## config.mk

```make
export PLATFORM = sky130hd
export DESIGN_NAME = uart_flat
export DESIGN_NICKNAME = d
export VERILOG_FILES = /design/src/rtl/uart_pkg.sv /design/src/rtl/uart_if.sv /design/src/rtl/uart_tx_msg.sv /design/src/rtl/uart.sv /design/src/flat_wrapper.sv
export SDC_FILE = /design/constraint.sdc
export NUM_CORES = 1
export LEC_CHECK = 0
export BUFFER_PORTS_ARGS = -buffer_cell sky130_fd_sc_hd__buf_4
export CAP_MARGIN = 20
export CORE_MARGIN = 3
export CORE_UTILIZATION = 29
export CTS_BUF_LIST = sky130_fd_sc_hd__clkbuf_16
export CTS_CLUSTER_DIAMETER = 200
export DETAILED_ROUTE_END_ITERATION = 6
export SYNTH_ARGS = -nofsm -noshare
export SYNTH_HDL_FRONTEND = slang
export SYNTH_SLANG_ARGS = --single-unit
```

## constraint.sdc

```tcl
create_clock -name clk -period 2.7 [get_ports clk]
set_input_delay 0.54 -clock clk [delete_from_list [all_inputs] [get_ports clk]]
set_output_delay 0.54 -clock clk [all_outputs]
set_load 0.01 [all_outputs]
```

## src/rtl/uart_pkg.sv

```systemverilog
// Shared constants for the board UART: FSM state codes, the transmit message ROM
// and a lookup helper used by the transmitter.
package uart_pkg;

  localparam int MSG_LEN = 12;

  // "Hello UART\r\n"
  localparam logic [7:0] MSG_ROM [MSG_LEN] = '{
    8'h48, 8'h65, 8'h6C, 8'h6C, 8'h6F, 8'h20,
    8'h55, 8'h41, 8'h52, 8'h54, 8'h0D, 8'h0A
  };

  localparam logic [2:0] RX_IDLE  = 3'd0;
  localparam logic [2:0] RX_START = 3'd1;
  localparam logic [2:0] RX_WAIT  = 3'd2;
  localparam logic [2:0] RX_READ  = 3'd3;
  localparam logic [2:0] RX_STOP  = 3'd4;

  localparam logic [2:0] TX_IDLE     = 3'd0;
  localparam logic [2:0] TX_START    = 3'd1;
  localparam logic [2:0] TX_WRITE    = 3'd2;
  localparam logic [2:0] TX_STOP     = 3'd3;
  localparam logic [2:0] TX_DEBOUNCE = 3'd4;

  function automatic logic [7:0] msg_byte(input logic [3:0] idx);
    return MSG_ROM[idx];
  endfunction

endpackage

```

## src/rtl/uart_if.sv

```systemverilog
// Board-pin bundle for the UART: serial lines, LED bank and user button.
interface uart_if;
  logic       uart_rx;
  logic       uart_tx;
  logic       btn;
  logic [5:0] led;

  modport master (output uart_rx, output btn, input uart_tx, input led);
  modport slave  (input uart_rx, input btn, output uart_tx, output led);
endinterface

```

## src/rtl/uart_tx_msg.sv

```systemverilog
// Button-triggered transmitter: sends the fixed message once per press as
// back-to-back 8N1 frames, then waits for a stable release.
module uart_tx_msg
  import uart_pkg::*;
#(
  parameter int DELAY_FRAMES = 234
) (
  input  logic clk,
  input  logic rst,
  input  logic btn,
  output logic tx
);

  localparam int CW = $clog2(DELAY_FRAMES * 2) + 1;
  localparam logic [CW-1:0] BIT_LAST = CW'(DELAY_FRAMES - 1);
  localparam logic [CW-1:0] DEB_LAST = CW'(2 * DELAY_FRAMES - 1);

  logic [2:0]    state;
  logic [CW-1:0] cnt;
  logic [2:0]    bit_idx;
  logic [3:0]    byte_idx;
  logic [7:0]    data;

  // tx is registered and updated on the cycle each bit period begins
  always_ff @(posedge clk or posedge rst) begin
    if (rst) begin
      state    <= TX_IDLE;
      cnt      <= '0;
      bit_idx  <= '0;
      byte_idx <= '0;
      data     <= '0;
      tx       <= 1'b1;
    end else begin
      case (state)
        TX_IDLE: begin
          if (!btn) begin
            data     <= msg_byte(4'd0);
            byte_idx <= '0;
            cnt      <= '0;
            tx       <= 1'b0;
            state    <= TX_START;
          end
        end
        TX_START: begin
          if (cnt == BIT_LAST) begin
            cnt     <= '0;
            bit_idx <= '0;
            tx      <= data[0];
            state   <= TX_WRITE;
          end else begin
            cnt <= cnt + 1'b1;
          end
        end
        TX_WRITE: begin
          if (cnt == BIT_LAST) begin
            cnt <= '0;
            if (bit_idx == 3'd7) begin
              tx    <= 1'b1;
              state <= TX_STOP;
            end else begin
              bit_idx <= bit_idx + 3'd1;
              tx      <= data[bit_idx + 3'd1];
            end
          end else begin
            cnt <= cnt + 1'b1;
          end
        end
        TX_STOP: begin
          if (cnt == BIT_LAST) begin
            cnt <= '0;
            if (byte_idx == 4'(MSG_LEN - 1)) begin
              state <= TX_DEBOUNCE;
            end else begin
              byte_idx <= byte_idx + 4'd1;
              data     <= msg_byte(byte_idx + 4'd1);
              tx       <= 1'b0;
              state    <= TX_START;
            end
          end else begin
            cnt <= cnt + 1'b1;
          end
        end
        TX_DEBOUNCE: begin
          // any low sample restarts the release window
          if (!btn) begin
            cnt <= '0;
          end else if (cnt == DEB_LAST) begin
            cnt   <= '0;
            state <= TX_IDLE;
          end else begin
            cnt <= cnt + 1'b1;
          end
        end
        default: state <= TX_IDLE;
      endcase
    end
  end

endmodule

```

## src/rtl/uart.sv

```systemverilog
// Board-level 8N1 UART: received bytes drive the active-low LEDs, a button
// press sends a greeting. RX runs here, TX lives in uart_tx_msg.
module uart
  import uart_pkg::*;
#(
  parameter int DELAY_FRAMES = 234
) (
  input logic clk,
  input logic rst,
  uart_if.slave pins
);

  localparam int CW = $clog2(DELAY_FRAMES * 2) + 1;
  localparam logic [CW-1:0] HALF_LAST = CW'(DELAY_FRAMES / 2 - 1);
  localparam logic [CW-1:0] WAIT_LAST = CW'(DELAY_FRAMES - 2);
  localparam logic [CW-1:0] BIT_LAST  = CW'(DELAY_FRAMES - 1);

  logic          rx_meta, rx, btn_meta, btn;
  logic [2:0]    rx_state;
  logic [CW-1:0] rx_cnt;
  logic [2:0]    bit_idx;
  logic [5:0]    data;
  logic          rx_break;
  logic [5:0]    led;
  logic          tx;

  always_ff @(posedge clk or posedge rst) begin
    if (rst) begin
      rx_meta  <= 1'b1;
      rx       <= 1'b1;
      btn_meta <= 1'b1;
      btn      <= 1'b1;
    end else begin
      rx_meta  <= pins.uart_rx;
      rx       <= rx_meta;
      btn_meta <= pins.btn;
      btn      <= btn_meta;
    end
  end

  // WAIT is one cycle short so that WAIT + READ spans exactly one bit period
  always_ff @(posedge clk or posedge rst) begin
    if (rst) begin
      rx_state <= RX_IDLE;
      rx_cnt   <= '0;
      bit_idx  <= '0;
      data     <= '0;
      rx_break <= 1'b0;
      led      <= 6'b111111;
    end else begin
      case (rx_state)
        RX_IDLE: begin
          if (rx) begin
            rx_break <= 1'b0;
          end else if (!rx_break) begin
            rx_cnt   <= '0;
            rx_state <= RX_START;
          end
        end
        RX_START: begin
          if (rx_cnt == HALF_LAST) begin
            rx_cnt   <= '0;
            bit_idx  <= '0;
            rx_state <= rx ? RX_IDLE : RX_WAIT;
          end else begin
            rx_cnt <= rx_cnt + 1'b1;
          end
        end
        RX_WAIT: begin
          if (rx_cnt == WAIT_LAST) begin
            rx_cnt   <= '0;
            rx_state <= RX_READ;
          end else begin
            rx_cnt <= rx_cnt + 1'b1;
          end
        end
        RX_READ: begin
          // bits 6 and 7 are framed but never reach the LEDs
          if (bit_idx < 3'd6) data[bit_idx] <= rx;
          bit_idx  <= bit_idx + 3'd1;
          rx_state <= (bit_idx == 3'd7) ? RX_STOP : RX_WAIT;
        end
        RX_STOP: begin
          if (rx_cnt == BIT_LAST) begin
            rx_cnt   <= '0;
            rx_state <= RX_IDLE;
            if (rx) led <= ~data;
            else    rx_break <= 1'b1;
          end else begin
            rx_cnt <= rx_cnt + 1'b1;
          end
        end
        default: rx_state <= RX_IDLE;
      endcase
    end
  end

  uart_tx_msg #(.DELAY_FRAMES(DELAY_FRAMES)) u_tx_msg (
    .clk (clk),
    .rst (rst),
    .btn (btn),
    .tx  (tx)
  );

  assign pins.uart_tx = tx;
  assign pins.led     = led;

endmodule

```

## src/flat_wrapper.sv

```systemverilog
// flat-port wrapper written by rule: the top's interface ports become plain ports
module uart_flat import uart_pkg::*;
#(
  parameter int DELAY_FRAMES = 234
)
  (clk, rst, pins_uart_rx, pins_btn, pins_uart_tx, pins_led);
  uart_if pins_i ();
  input logic clk;
  input logic rst;
  input wire logic [$bits(pins_i.uart_rx)-1:0] pins_uart_rx;
  input wire logic [$bits(pins_i.btn)-1:0] pins_btn;
  output wire logic [$bits(pins_i.uart_tx)-1:0] pins_uart_tx;
  output wire logic [$bits(pins_i.led)-1:0] pins_led;
  assign pins_i.uart_rx = pins_uart_rx;
  assign pins_i.btn = pins_btn;
  assign pins_uart_tx = pins_i.uart_tx;
  assign pins_led = pins_i.led;
  uart #(.DELAY_FRAMES(DELAY_FRAMES)) u_core (.clk(clk), .rst(rst), .pins(pins_i));
endmodule
```

; ---- Word-level counts from Yosys, hierarchy flattened
; Memories as Yosys holds them, arrays and structs flattened.
; Index checks and enable logic that the tools add are counted.
[word_totals]
regBits = 62
latchBits = 0
ram_bits = 0
romBits = 128
in_bits = 4
output_inout_bits = 7
wordCells = 143
n_memories = 1
[op_classes]
add_sub_neg = 5
n_mul = 0
n_div = 0
magnitude_cmp = 5
eq_ne = 32
n_shift = 0
n_mux = 60
n_bitwise = 2
n_reduce_logical = 22
[mem_list]
columns = name, depth, word_bits, rd, rd_ports_with_merged_regs, wr, line
row1 = (name not given), 16, 8, 1, 0, 0, uart_pkg.sv:26  ; return MSG_ROM[idx];
[op_table]
columns = operator, n
row1 = 2-to-1 mux 10 bit, 9
row2 = 2-to-1 mux 3 bit, 18
row3 = 2-to-1 mux 8 bit, 5
row4 = one-hot mux 10 bit (4 select lines), 1
row5 = "== test 10 x 8 -> 1 bit, second input constant", 3
row6 = one-hot mux 10 bit (3 select lines), 1
row7 = one-hot mux 3 bit (5 select lines), 2
row8 = "inequality test 2 bit, second input constant", 11
row9 = "adder 10 x 1 -> 10 bit, second input constant", 2
row10 = one-hot mux 8 bit (2 select lines), 1
row11 = "== test 3 x 2 -> 1 bit, second input constant", 4
row12 = "== test 3 bit, second input constant", 4
row13 = 2-to-1 mux 4 bit, 3
row14 = one-hot mux 3 bit (2 select lines), 2
row15 = AND reduction 4 bit, 3
row16 = 2-to-1 mux 1 bit, 11
row17 = "== test 10 x 7 -> 1 bit, second input constant", 1
row18 = "== test 10 x 9 -> 1 bit, second input constant", 1
row19 = "inequality test 2 x 1 -> 1 bit, second input constant", 5
row20 = "< comparator 3 x 4 -> 1 bit, second input constant", 2
row21 = one-hot mux 4 bit (2 select lines), 1
row22 = nonzero test 2 bit, 4
row23 = nonzero test 4 bit, 2
row24 = AND reduction 7 bit, 1
row25 = other kinds (23), 29

; ---- Logic depth before layout (Yosys ltp)
; Gate-level depths: netlist of run 1.
[depth]
ltp_word = 8
mapped_depth = 9
ltp_nobuf = 7

; ---- Cells and area by module
; Synthesis of run 1 repeated with hierarchy kept, for this count alone.
[unflattened]
hier_cells = 351
area_unflattened_um2 = 3523.4
[modules_own_cells]
columns = module, n_inst, cells_each, area_per_inst_um2, seq_area_each_um2
row1 = uart_tx_msg, 1, 199, 1878.1, 701.9
row2 = uart, 1, 152, 1645.3, 838.3

; ---- Worst setup path before layout of run 1
; OpenSTA, ideal clock, no wires.
[synth_timing]
kind = register -> register
startpoint = reg u_core.u_tx_msg.bit_idx[0]
endpoint = reg u_core.u_tx_msg.tx
setup_time_ns = 0.082
t_arrival_ns = 1.830
setup_slack_ns = 0.788
path_stages_with_launch = 6
path_buffers = 0
synth_period_minus_slack_ns = 1.912
cell_sequence = dfrtp_1 ha_1 mux2_2 a2111oi_0 o32ai_1 mux2_2
[synth_via]
elab_chain_len = 6
[synth_rtl]
columns = element, line
row1 = "start, declared", uart_tx_msg.sv:20  ; logic [2:0] bit_idx;
row2 = "start signal, assigned", uart_tx_msg.sv:61  ; bit_idx <= bit_idx + 3'd1;
row3 = adder 3 x 1 -> 3 bit, uart_tx_msg.sv:62  ; tx <= data[bit_idx + 3'd1];
row4 = binary-select mux 1 bit (select 3 bit), uart_tx_msg.sv:62
row5 = 2-to-1 mux 1 bit (implied by the code), uart_tx_msg.sv:62
row6 = 2-to-1 mux 1 bit *, uart_tx_msg.sv:57  ; if (bit_idx == 3'd7) begin
row7 = 2-to-1 mux 1 bit *, uart_tx_msg.sv:55  ; if (cnt == BIT_LAST) begin
row8 = one-hot mux 1 bit (4 select lines) *, uart_tx_msg.sv:34  ; case (state)
row9 = "end signal, assigned", uart_tx_msg.sv:48  ; tx <= data[0];
row10 = "end signal, assigned", uart_tx_msg.sv:62
row11 = "end, declared", uart_tx_msg.sv:11  ; output logic tx
; Every way passes the cells marked *; elsewhere a longest branch is shown, timed or not. The select of a mux whose other input is x is not followed.
; A chain may end at the register's enable or synchronous reset.

; ---- Worst setup path after layout of run 1
; Ends and elaborated chain as after synthesis.

==> summary.txt, run 1 <==
Route
  • Vias post-DR: 2596
  • DRT antenna net count: 0
  • # DRC: 0
  • WL/cell: 13.0 um
  • Iter 0 DRT Violations: 95
  • DRT Pass-1 Iters: 4
  • Vias per Instance: 5.00
  • Final wirelength: 6760 um

Critical path
  • Cell depth of the worst setup path: 5
  • Buf+Inv Stages, Crit Path: 0
  • Crit end category: register
  • Crit Path Max Fanout: 6
  • Worst setup SP type: register
  • Critical-path top delay cell: a2111oi_0
  • Crit-path cells: ha_1, mux2_2, a2111oi_0, o32ai_1, mux2_2
  • Crit path arrival time: ~2.4 ns
  • Cell repeated most along the worst path: mux2_2
  • Crit-path leading delay family: compound AO/OA/AOI/OAI gates
  • Critical path's largest stage delay: 0.50 ns
  • Worst reg-to-reg path cell count: 5
  • Crit Path Category: reg -> reg
  • CP required: 2.96 ns

Synth
  • Synthesized Nets: 380
  • Yosys cell types: 60
  • Post-synth ARST share: 100%
  • Sequential share of the synthesized area: 44.0%
  • EDFF count, synth: 0
  • Seq cells post-synth: 61
  • Mapped Area: 3500 um^2
  • Syn avg cell area: ~9.7 um^2
  • Commonest register cell after synthesis: dfrtp_1
  • Mapped Cells: 362
  • Syn. warnings: 0

STA
  • Tmin final: around 2.1 ns
  • Worst Max-Slew Pin Slew: between 0.6 and 0.7 ns
  • Final Setup Violations: 0
  • Setup TNS: 0 ns
  • Highest clock rate: 465 MHz
  • Final Max Slew Viols: 0
  • Period utilization: 79.6%
  • Clk_skew: between 0.005 and 0.006 ns
  • Unrepaired setup endpoints after global routing: false
  • Final count of hold timing violations: 0
  • Slew margin rel.: roughly 55%

Global route
  • Total global-route track usage: 11.2%
  • First-pass GRT wire length: 12100 um
  • Antenna violations before repair: 0
  • Grt total ovfl: 0
  • Vias in the first global route: 2585
  • Largest net degree at the start of global routing: 30

CTS
  • CTS tree: done
  • Postcts setup bufs: 0
  • CTS-repair resized insts: 0
  • Worst-path clk slew: 0.06 ns
  • Clock sink count: 61
  • Root buf cell: clkbuf_16
  • Skew-Pair Late Insertion Delay: between 0.3 and 0.4 ns
  • Hold Buf Count CTS: 0
  • H-tree depth: 3
  • Cts bufs inserted: 9
  • Clock Path Buffers: 2

Layout
  • Non-Filler Instances: ~520
  • Final nets: 389
  • Final Util: 34.1%
  • Finished layout cell area: 3960 um^2
  • Most frequent cells in the layout: 50 x dfrtp_1, 47 x nand2_1, 23 x nor2_1, 21 x o21ai_0, 21 x nand3_1
  • # diodes: 0
  • Area Growth Syn to Fin: 13.2%
  • Most common cell after layout, fill and taps aside: dfrtp_1
  • Share of cells above drive strength 1: 17.3%
  • Fillers: 1175

Floorplan
  • Area of the core: 11600 um^2
  • Die outline width: approximately 120 um
  • Initial Util: between 30% and 40%
  • Number of I/O pins: 11
  • Die H: between 100 and 150 um
  • Die Area: 13400 um^2
  • # rows: 39

Placement
  • Gp weighted congestion: 0.827
  • Port bufs: 10
  • Post-DP HPWL: between 4000 and 5000 um
  • Placed Area: roughly 3700 um^2
  • Total placed cells including tap cells: 503

Outcome
  • Outcome: finished, final reports clean

Min path
  • Hold WC Path Type: in -> async

Flow run
  • Max-cap violations: 0

Power
  • Static leakage: roughly 1.7 nW
  • PD cells: 505 nW/um^2
  • VDD IR-drop max: 274 uV
  • Total Power: between 0.002 and 0.0025 W
-- registers in the layout, summed over array words and instances (netlist names), 3 cells and up --
| register | count |
|---|---|
| u_core.bit_idx | 3 |
| u_core.data | 6 |
| u_core.pins.led | 6 |
| u_core.rx_cnt | 10 |
| u_core.rx_state | 3 |
| u_core.u_tx_msg.bit_idx | 3 |
| u_core.u_tx_msg.byte_idx | 4 |
| u_core.u_tx_msg.cnt | 10 |
| u_core.u_tx_msg.data | 7 |
| u_core.u_tx_msg.state | 3 |
-- routing by layer --
layer	global-route usage, %	up-vias	share of wire (%)
met3	3.24	13	3.8
li1	-	1325	-
met4	4.80	0	1.9
met1	14.3	1220	47
met2	17.8	38	47
met5	0	-	0
-- path summary, 6_finish.rpt --
check / startpoint / to / slack [ns]
min in group clk: pins_uart_rx / u_core.rx_meta$_DFF_PP1_ / 0.31
worst min register to register: u_core.btn_meta$_DFF_PP1_ / u_core.btn$_DFF_PP1_ / 0.35
worst min-delay path: rst / u_core.u_tx_msg.cnt[8]$_DFFE_PP0P_ / 0.29
worst max register to register: u_core.u_tx_msg.bit_idx[0]$_DFFE_PP0P_ / u_core.u_tx_msg.tx$_DFFE_PP1P_ / 0.55
max in group asynchronous: rst / u_core.u_tx_msg.tx$_DFFE_PP1P_ / 1.68
worst max-delay path: u_core.u_tx_msg.bit_idx[0]$_DFFE_PP0P_ / u_core.u_tx_msg.tx$_DFFE_PP1P_ / 0.55
-- cell usage after synthesis (3+ instances only) --
master	instances	area [um^2]
nor3b_1	6	45.0
buf_6	4	45.0
nand3_1	21	105
a21o_1	7	52.6
nand2b_1	8	50.1
xnor2_1	5	43.8
nor3_1	6	30.0
and3_1	5	31.3
inv_1	14	52.6
a21oi_1	16	80.1
o31ai_1	3	22.5
xor2_1	5	43.8
o211ai_1	3	22.5
dfstp_2	11	289
ha_1	14	175
a22o_1	8	70.1
o21ai_1	3	15.0
clkbuf_1	5	18.8
nor2_1	23	86.3
o21ai_0	21	105
dfrtp_1	50	1250
buf_2	7	35.0
a31oi_1	8	50.1
nand2_1	47	176
mux2_2	8	90.1
o22ai_1	4	25.0
nand3b_1	5	37.5
-- per-stage QoR --
stage,setup WS (ns),hold slack (ns)
after detailed placement,0.577,0.347
after global routing,0.392,0.299
after global placement,0.682,0.346
after CTS,0.564,0.302
after floorplan,0.665,0.345
final,0.551,0.285
-- report_power, final --
group	leakage (nW)	switching, W	internal, W
combinational	0.778	0.0000204	0.00000655
sequential	0.773	0.00000398	0.000921
clock	0.133	0.000429	0.000622
-- kinds of logic after synthesis --
kind of cell    after synthesis  synth area share, %
simple gates                144                 22.4
compound gates               92                 18.1
flops                        61                 44.0
buf+inv                      31                 4.54
fa+ha+maj                    14                 5.00
xor+xnor                     10                 2.50
mux                          10                 3.50
-- area by class of cell --
| class | count | area [um^2] | area share [%] |
|---|---|---|---|
| timing repair buffer | 15 | 113 | 2.84 |
| sequential | 61 | 1540 | 38.9 |
| multi-input combinational | 270 | 1800 | 45.5 |
| inverter | 14 | 52.6 | 1.33 |
| clock inverter | 7 | 51.3 | 1.29 |
| tap | 143 | 179 | 4.52 |
| clock buffer | 9 | 225 | 5.68 |
Note: power is estimated with default switching activity, not from simulation.
==> run 2, diff against run 1 <==
clock period = 2 ns   (was 2.7 ns; I/O delays follow)
==> summary.txt, run 2 (synthesis results as in run 1) <==
Power
  • Sw frac: 20.5% (-2.2 points)
  • Clock Power Share: 56.4% (+3.9 points)
  • Static leakage: 1.78 nW (+5.5%)
  • Internal: 0.00235 W (+51%)
  • VDD IR-drop max: 482 uV (+76%)
  • Total Power: 0.00295 W (+47%)
  • Reg power frac: 42.3% (-3.9 points)
  • Comb pwr share: 1.3% (about the same)
  • NetSw: 0.000603 W (+33%)
  • PD cells: 702 nW/um^2 (+39%)

Layout
  • Most common cell after layout, fill and taps aside: dfrtp_1
  • Share of cells above drive strength 1: 22.4% (+5.1 points)
  • Largest registers: u_core.rx_cnt x10, u_core.u_tx_msg.cnt x10, u_core.u_tx_msg.data x7
  • Area Growth Syn to Fin: 20.0%
  • Non-Filler Instances: 536 (+3.3%)
  • # diodes: 0 (unchanged)
  • Final nets: 406 (+4.4%)
  • Most frequent cells in the layout: 50 x dfrtp_1, 47 x nand2_1, 30 x buf_4, 23 x nor2_1

STA
  • Worst hold slack: 0.0599 ns (-0.226 ns)
  • Final Max Slew Viols: 0 (unchanged)
  • Tmin final: 1.94 ns (-0.208 ns)
  • Slew margin rel.: 69.1% (+14 points)
  • Clk_skew: 0.00496 ns (-0.000371 ns)
  • Worst setup margin: 0.0596 ns (-0.492 ns)
  • Final count of hold timing violations: 0 (unchanged)
  • Period utilization: 97.0% (+17 points)
  • Final Setup Violations: 0 (unchanged)
  • Worst Max-Slew Pin Slew: 0.452 ns (-0.218 ns)
  • Highest clock rate: 515 MHz (+11%)

Route
  • Iter 0 DRT Violations: 114 (+20%)
  • Vias post-DR: 2699 (+4.0%)
  • Vias per Instance: 5.04 (+0.67%)
  • # DRC: 0 (unchanged)
  • Final wirelength: 6990 um (+3.4%)
  • DRT Pass-1 Iters: 4 (unchanged)
  • DRT antenna net count: 0 (unchanged)
  • WL/cell: 13.0 um (+0.15%)

Global route
  • Grt total ovfl: 0 (unchanged)
  • Vias in the first global route: 2513 (-2.8%)
  • Largest net degree at the start of global routing: 46 (+53%)
  • First-pass GRT wire length: 11900 um (-1.7%)
  • Total global-route track usage: 11.1% (-0.16 points)
  • Antenna violations before repair: 0 (unchanged)

CTS
  • Skew-Pair Late Insertion Delay: 0.33 ns (about the same)
  • Cts bufs inserted: 9 (unchanged)
  • Hold Buf Count CTS: 0 (unchanged)
  • Root buf cell: clkbuf_16
  • Clock sink count: 61 (unchanged)
  • Worst-path clk slew: 0.05 ns (about the same)
  • H-tree depth: 3 (unchanged)
  • CTS tree: done
  • Clock Path Buffers: 2 (unchanged)

Placement
  • Port bufs: 10 (unchanged)
  • Total placed cells including tap cells: 513 (+2.0%)
  • Gp weighted congestion: 0.787 (-4.8%)
  • Post-DP HPWL: 4750 um (-1.0%)
  • Place WS: -0.00674 ns (-0.584 ns)

Outcome
  • Outcome: finished, final reports clean

Min path
  • Hold WC Path Type: in -> async

Critical path
  • Worst setup SP type: register
  • Critical Path Source: u_core.u_tx_msg.bit_idx[0]$_DFFE_PP0P_
  • Reg2reg setup slack: 0.06 ns (-0.49 ns)
  • CP required: 2.25 ns (-0.71 ns)
  • Crit Path Category: reg -> reg
  • Crit end category: register
  • Crit Path Max Fanout: 4 (-2)
  • R2r startpoint: u_core.u_tx_msg.bit_idx[0]$_DFFE_PP0P_
  • Crit path arrival time: 2.19 ns (-0.21 ns)

Floorplan
  • Area of the core: 11600 um^2 (unchanged)
  • Number of I/O pins: 11 (unchanged)
  • Initial Util: 30.1% (unchanged)
  • Die H: 116 um (unchanged)
  • Die Area: 13400 um^2 (unchanged)
  • # rows: 39 (unchanged)
  • Die outline width: 116 um (unchanged)

Flow run
  • Max-cap violations: 0 (unchanged)
-- run 2: worst max-delay path: stages, from the launching register on --
cell and delay [ns]:
dfrtp_1 0.37, ha_1 0.36, mux2_2 0.37, a2111oi_2 0.39, o32ai_1 0.11, mux2_2 0.26
-- run 2: timing repair --
| action | in CTS | in global routing |
|---|---|---|
| pin swaps | 0 | 4 |
| resized for setup | 1 | 7 |
| setup endpoints to repair | 1 | 6 |
| cloned | 0 | 1 |
| setup buffers | 0 | 6 |
-- run 2: power by group through the flow --
| stage | Combinational [W] | Clock, W | Sequential (W) |
|---|---|---|---|
| 2_1_floorplan | 0.0000244 | 0 | 0.00127 |
| 3_3_place_gp | 0.0000409 | 0 | 0.00127 |
| 3_5_place_dp | 0.0000411 | 0 | 0.00127 |
| 4_1_cts | 0.0000411 | 0.00171 | 0.00125 |
| 5_1_grt | 0.0000451 | 0.00177 | 0.00125 |
| 6_report | 0.0000383 | 0.00166 | 0.00125 |
-- run 2: final timing paths --
kind,endpoint,cells past startpoint
min in group clk,u_core.rx_meta$_DFF_PP1_,1
hold / removal,u_core.u_tx_msg.cnt[8]$_DFFE_PP0P_,2
setup / recovery,u_core.u_tx_msg.tx$_DFFE_PP1P_,5
setup reg to reg,u_core.u_tx_msg.tx$_DFFE_PP1P_,5
hold reg to reg,u_core.btn$_DFF_PP1_,0
max in group asynchronous,u_core.pins.led[5]$_DFFE_PP1P_,3
-- run 2: layer usage --
layer	vias up	share of wire (%)	GRT usage [%]
met4	0	1.3	3.25
met3	7	3.3	3.60
met2	37	49	18.1
met5	-	0	0
li1	1364	-	-
met1	1291	46	14.0
-- run 2: final cells by class --
cell class                 instances  area [um^2]
clock buffer                       9          225
clock inverter                     7          100
fill                            1149         7410
inverter                          14         52.6
multi-input combinational        271         1860
sequential                        61         1540
tap                              143          179
timing repair buffer              31          245
-- run 2: stage by stage --
step	utilization [%]	cell area, um^2	setup TNS, ns
after CTS	35.3	4100	0
after detailed placement	32.5	3770	-0.00674
after floorplan	-	3500	0
final	36.2	4200	0
after global placement	32.5	3770	0
after global routing	36.2	4200	-0.0416
==> run 3, diff against run 2 <==
CTS_BUF_LIST = sky130_fd_sc_hd__clkbuf_4 sky130_fd_sc_hd__clkbuf_8   (was sky130_fd_sc_hd__clkbuf_16)
==> summary.txt, run 3 (synthesis results as in run 1) <==
Global route
  • First-pass GRT wire length: 11900 um (+0.17%)
  • Grt total ovfl: 0 (unchanged)
  • Largest net degree at the start of global routing: 46 (unchanged)
  • GR peak layer: met2
  • Met2 Resource Use GR: 18.2% (+0.077 points)
  • Antenna violations before repair: 0 (unchanged)
  • Total global-route track usage: 11.0% (-0.033 points)
  • Vias in the first global route: 2548 (+1.4%)
  • M3 GR Usage: 3.29% (-0.31 points)
  • Met1 GRT Util: 13.9% (-0.16 points)

CTS
  • CTS tree: done
  • H-tree depth: 3 (unchanged)
  • Skew-Pair Late Insertion Delay: 0.34 ns (about the same)
  • Worst-path clk slew: 0.07 ns (+0.02 ns)
  • Root buf cell: clkbuf_8
  • Cts bufs inserted: 9 (unchanged)
  • Clock sink count: 61 (unchanged)
  • Clock Path Buffers: 2 (unchanged)

Placement
  • Post-DP HPWL: 4750 um (unchanged)
  • Placed Area: 3770 um^2 (unchanged)
  • Gp weighted congestion: 0.787 (unchanged)
  • Port bufs: 10 (unchanged)

Route
  • DRT Pass-1 Iters: 4 (unchanged)
  • Vias post-DR: 2687 (-0.44%)
  • WL/cell: 13.1 um (+0.27%)
  • Vias per Instance: 5.01 (-0.44%)
  • # DRC: 0 (unchanged)
  • Final wirelength: 7010 um (+0.27%)
  • Iter 0 DRT Violations: 109 (-4.4%)
  • DRT antenna net count: 0 (unchanged)

Layout
  • Largest registers: u_core.rx_cnt x10, u_core.u_tx_msg.cnt x10, u_core.u_tx_msg.data x7
  • Most frequent cells in the layout: 50 x dfrtp_1, 47 x nand2_1, 30 x buf_4, 23 x nor2_1
  • Most common cell after layout, fill and taps aside: dfrtp_1
  • Multi-input logic area: 1860 um^2 (unchanged)
  • Fillers: 1173 (+2.1%)
  • Area Growth Syn to Fin: 17.1%
  • FF+latch area: 1540 um^2 (unchanged)
  • Share of cells above drive strength 1: 22.4% (unchanged)
  • # diodes: 0 (unchanged)
  • Finished layout cell area: 4100 um^2 (-2.4%)
  • Final nets: 406 (unchanged)

Critical path
  • Reg2reg setup slack: 0.06 ns (about the same)
  • Critical-path top delay cell: a2111oi_2
  • Buf+Inv Stages, Crit Path: 0 (unchanged)
  • R2r startpoint: u_core.u_tx_msg.bit_idx[0]$_DFFE_PP0P_
  • Critical path's largest stage delay: 0.39 ns (about the same)
  • Worst setup SP type: register
  • Worst reg-to-reg path cell count: 5 (unchanged)
  • Worst r2r dst: u_core.u_tx_msg.tx$_DFFE_PP1P_
  • Crit Path Category: reg -> reg
  • Crit-path leading delay family: multiplexers
  • CP required: 2.27 ns (+0.02 ns)
  • Cell repeated most along the worst path: mux2_2
  • Crit-path cells: ha_1, mux2_2, a2111oi_2, o32ai_1, mux2_2
  • Crit path arrival time: 2.21 ns (+0.02 ns)
  • Crit end category: register
  • Crit Path Max Fanout: 4 (unchanged)

Outcome
  • Outcome: finished, final reports clean

Floorplan
  • Area of the core: 11600 um^2 (unchanged)
  • Number of I/O pins: 11 (unchanged)
  • Die Area: 13400 um^2 (unchanged)
  • Initial Util: 30.1% (unchanged)
  • Die H: 116 um (unchanged)
  • # rows: 39 (unchanged)
  • Die outline width: 116 um (unchanged)

STA
  • Final Setup Violations: 0 (unchanged)
  • Tmin final: 1.94 ns (-0.00149 ns)
  • Final Max Slew Viols: 0 (unchanged)
  • Slew margin rel.: 69.6% (+0.51 points)
  • Period utilization: 96.9% (about the same)
  • Clk_skew: 0.00840 ns (+0.00344 ns)
  • Worst hold slack: 0.0400 ns (-0.0200 ns)
  • Highest clock rate: 516 MHz (about the same)
  • Worst Max-Slew Pin Slew: 0.444 ns (-0.00750 ns)
  • Final count of hold timing violations: 0 (unchanged)

Power
  • VDD IR-drop max: 280 uV (-42%)
  • Static leakage: 1.73 nW (-2.6%)
  • PD cells: 613 nW/um^2 (-13%)
  • Total Power: 0.00251 W (-15%)

Flow run
  • Max-cap violations: 0 (unchanged)

Min path
  • Hold WC Path Type: in -> async
==> run 3: cell type report <==
cell class              count  share of cell area (%)
repair buffers             31                    5.98
well taps                 143                    4.37
clock inverters             7                    2.44
clock buffers               9                    3.02
inverters                  14                    1.28
flip-flops and latches     61                    37.6
multi-input cells         271                    45.3
==> run 3: metrics by stage <==
step,instances,util [%],worst slack (ns),TNS [ns]
4_1_cts,529,34.4,0.0264,0
2_1_floorplan,362,-,0.0883,0
6_report,536,35.3,0.0611,0
3_3_place_gp,513,32.5,0.0612,0
5_1_grt,536,35.3,-0.0442,-0.0472
3_5_place_dp,513,32.5,-0.00674,-0.00674
==> run 3: worst reg2reg max path, cell delays in order, from the launching register on <==
cell and delay [ns]:
dfrtp_1 0.38, ha_1 0.36, mux2_2 0.37, a2111oi_2 0.39, o32ai_1 0.11, mux2_2 0.26
==> run 3: layer usage <==
metal | vias up | wire [um] | share of wire (%)
met5 | - | 0 | 0
met4 | 0 | 58 | 0.83
met3 | 7 | 266 | 3.8
met2 | 39 | 3500 | 50
met1 | 1280 | 3180 | 45
li1 | 1361 | - | -
==> run 3: worst max-delay path by stage <==
stage,from,cells past startpoint,endpoint
finish,u_core.u_tx_msg.bit_idx[0]$_DFFE_PP0P_,5,u_core.u_tx_msg.tx$_DFFE_PP1P_
global route,u_core.u_tx_msg.bit_idx[0]$_DFFE_PP0P_,5,u_core.u_tx_msg.tx$_DFFE_PP1P_
CTS,u_core.u_tx_msg.bit_idx[1]$_DFFE_PP0P_,5,u_core.u_tx_msg.tx$_DFFE_PP1P_
detailed placement,u_core.u_tx_msg.bit_idx[1]$_DFFE_PP0P_,5,u_core.u_tx_msg.tx$_DFFE_PP1P_
global placement,u_core.u_tx_msg.bit_idx[0]$_DFFE_PP0P_,5,u_core.u_tx_msg.tx$_DFFE_PP1P_
floorplan,u_core.u_tx_msg.bit_idx[0]$_DFFE_PP0P_,5,u_core.u_tx_msg.tx$_DFFE_PP1P_
==> run 3: repair_timing <==
item	in CTS	in global routing
hold buffers	0	0
pin swaps	0	4
setup endpoints to repair	1	6
gates resized for setup	1	7
gates cloned	0	1
buffers inserted	0	6
==> run 3: report_power, final <==
group / internal [W] / switching, W / total (W) / leakage [nW]
Combinational: 0.0000103 / 0.0000280 / 0.0000383 / 0.857
Clock: 0.000705 / 0.000523 / 0.00123 / 0.102
Sequential: 0.00124 / 0.00000541 / 0.00125 / 0.773
Total: 0.00196 / 0.000556 / 0.00251 / 1.73
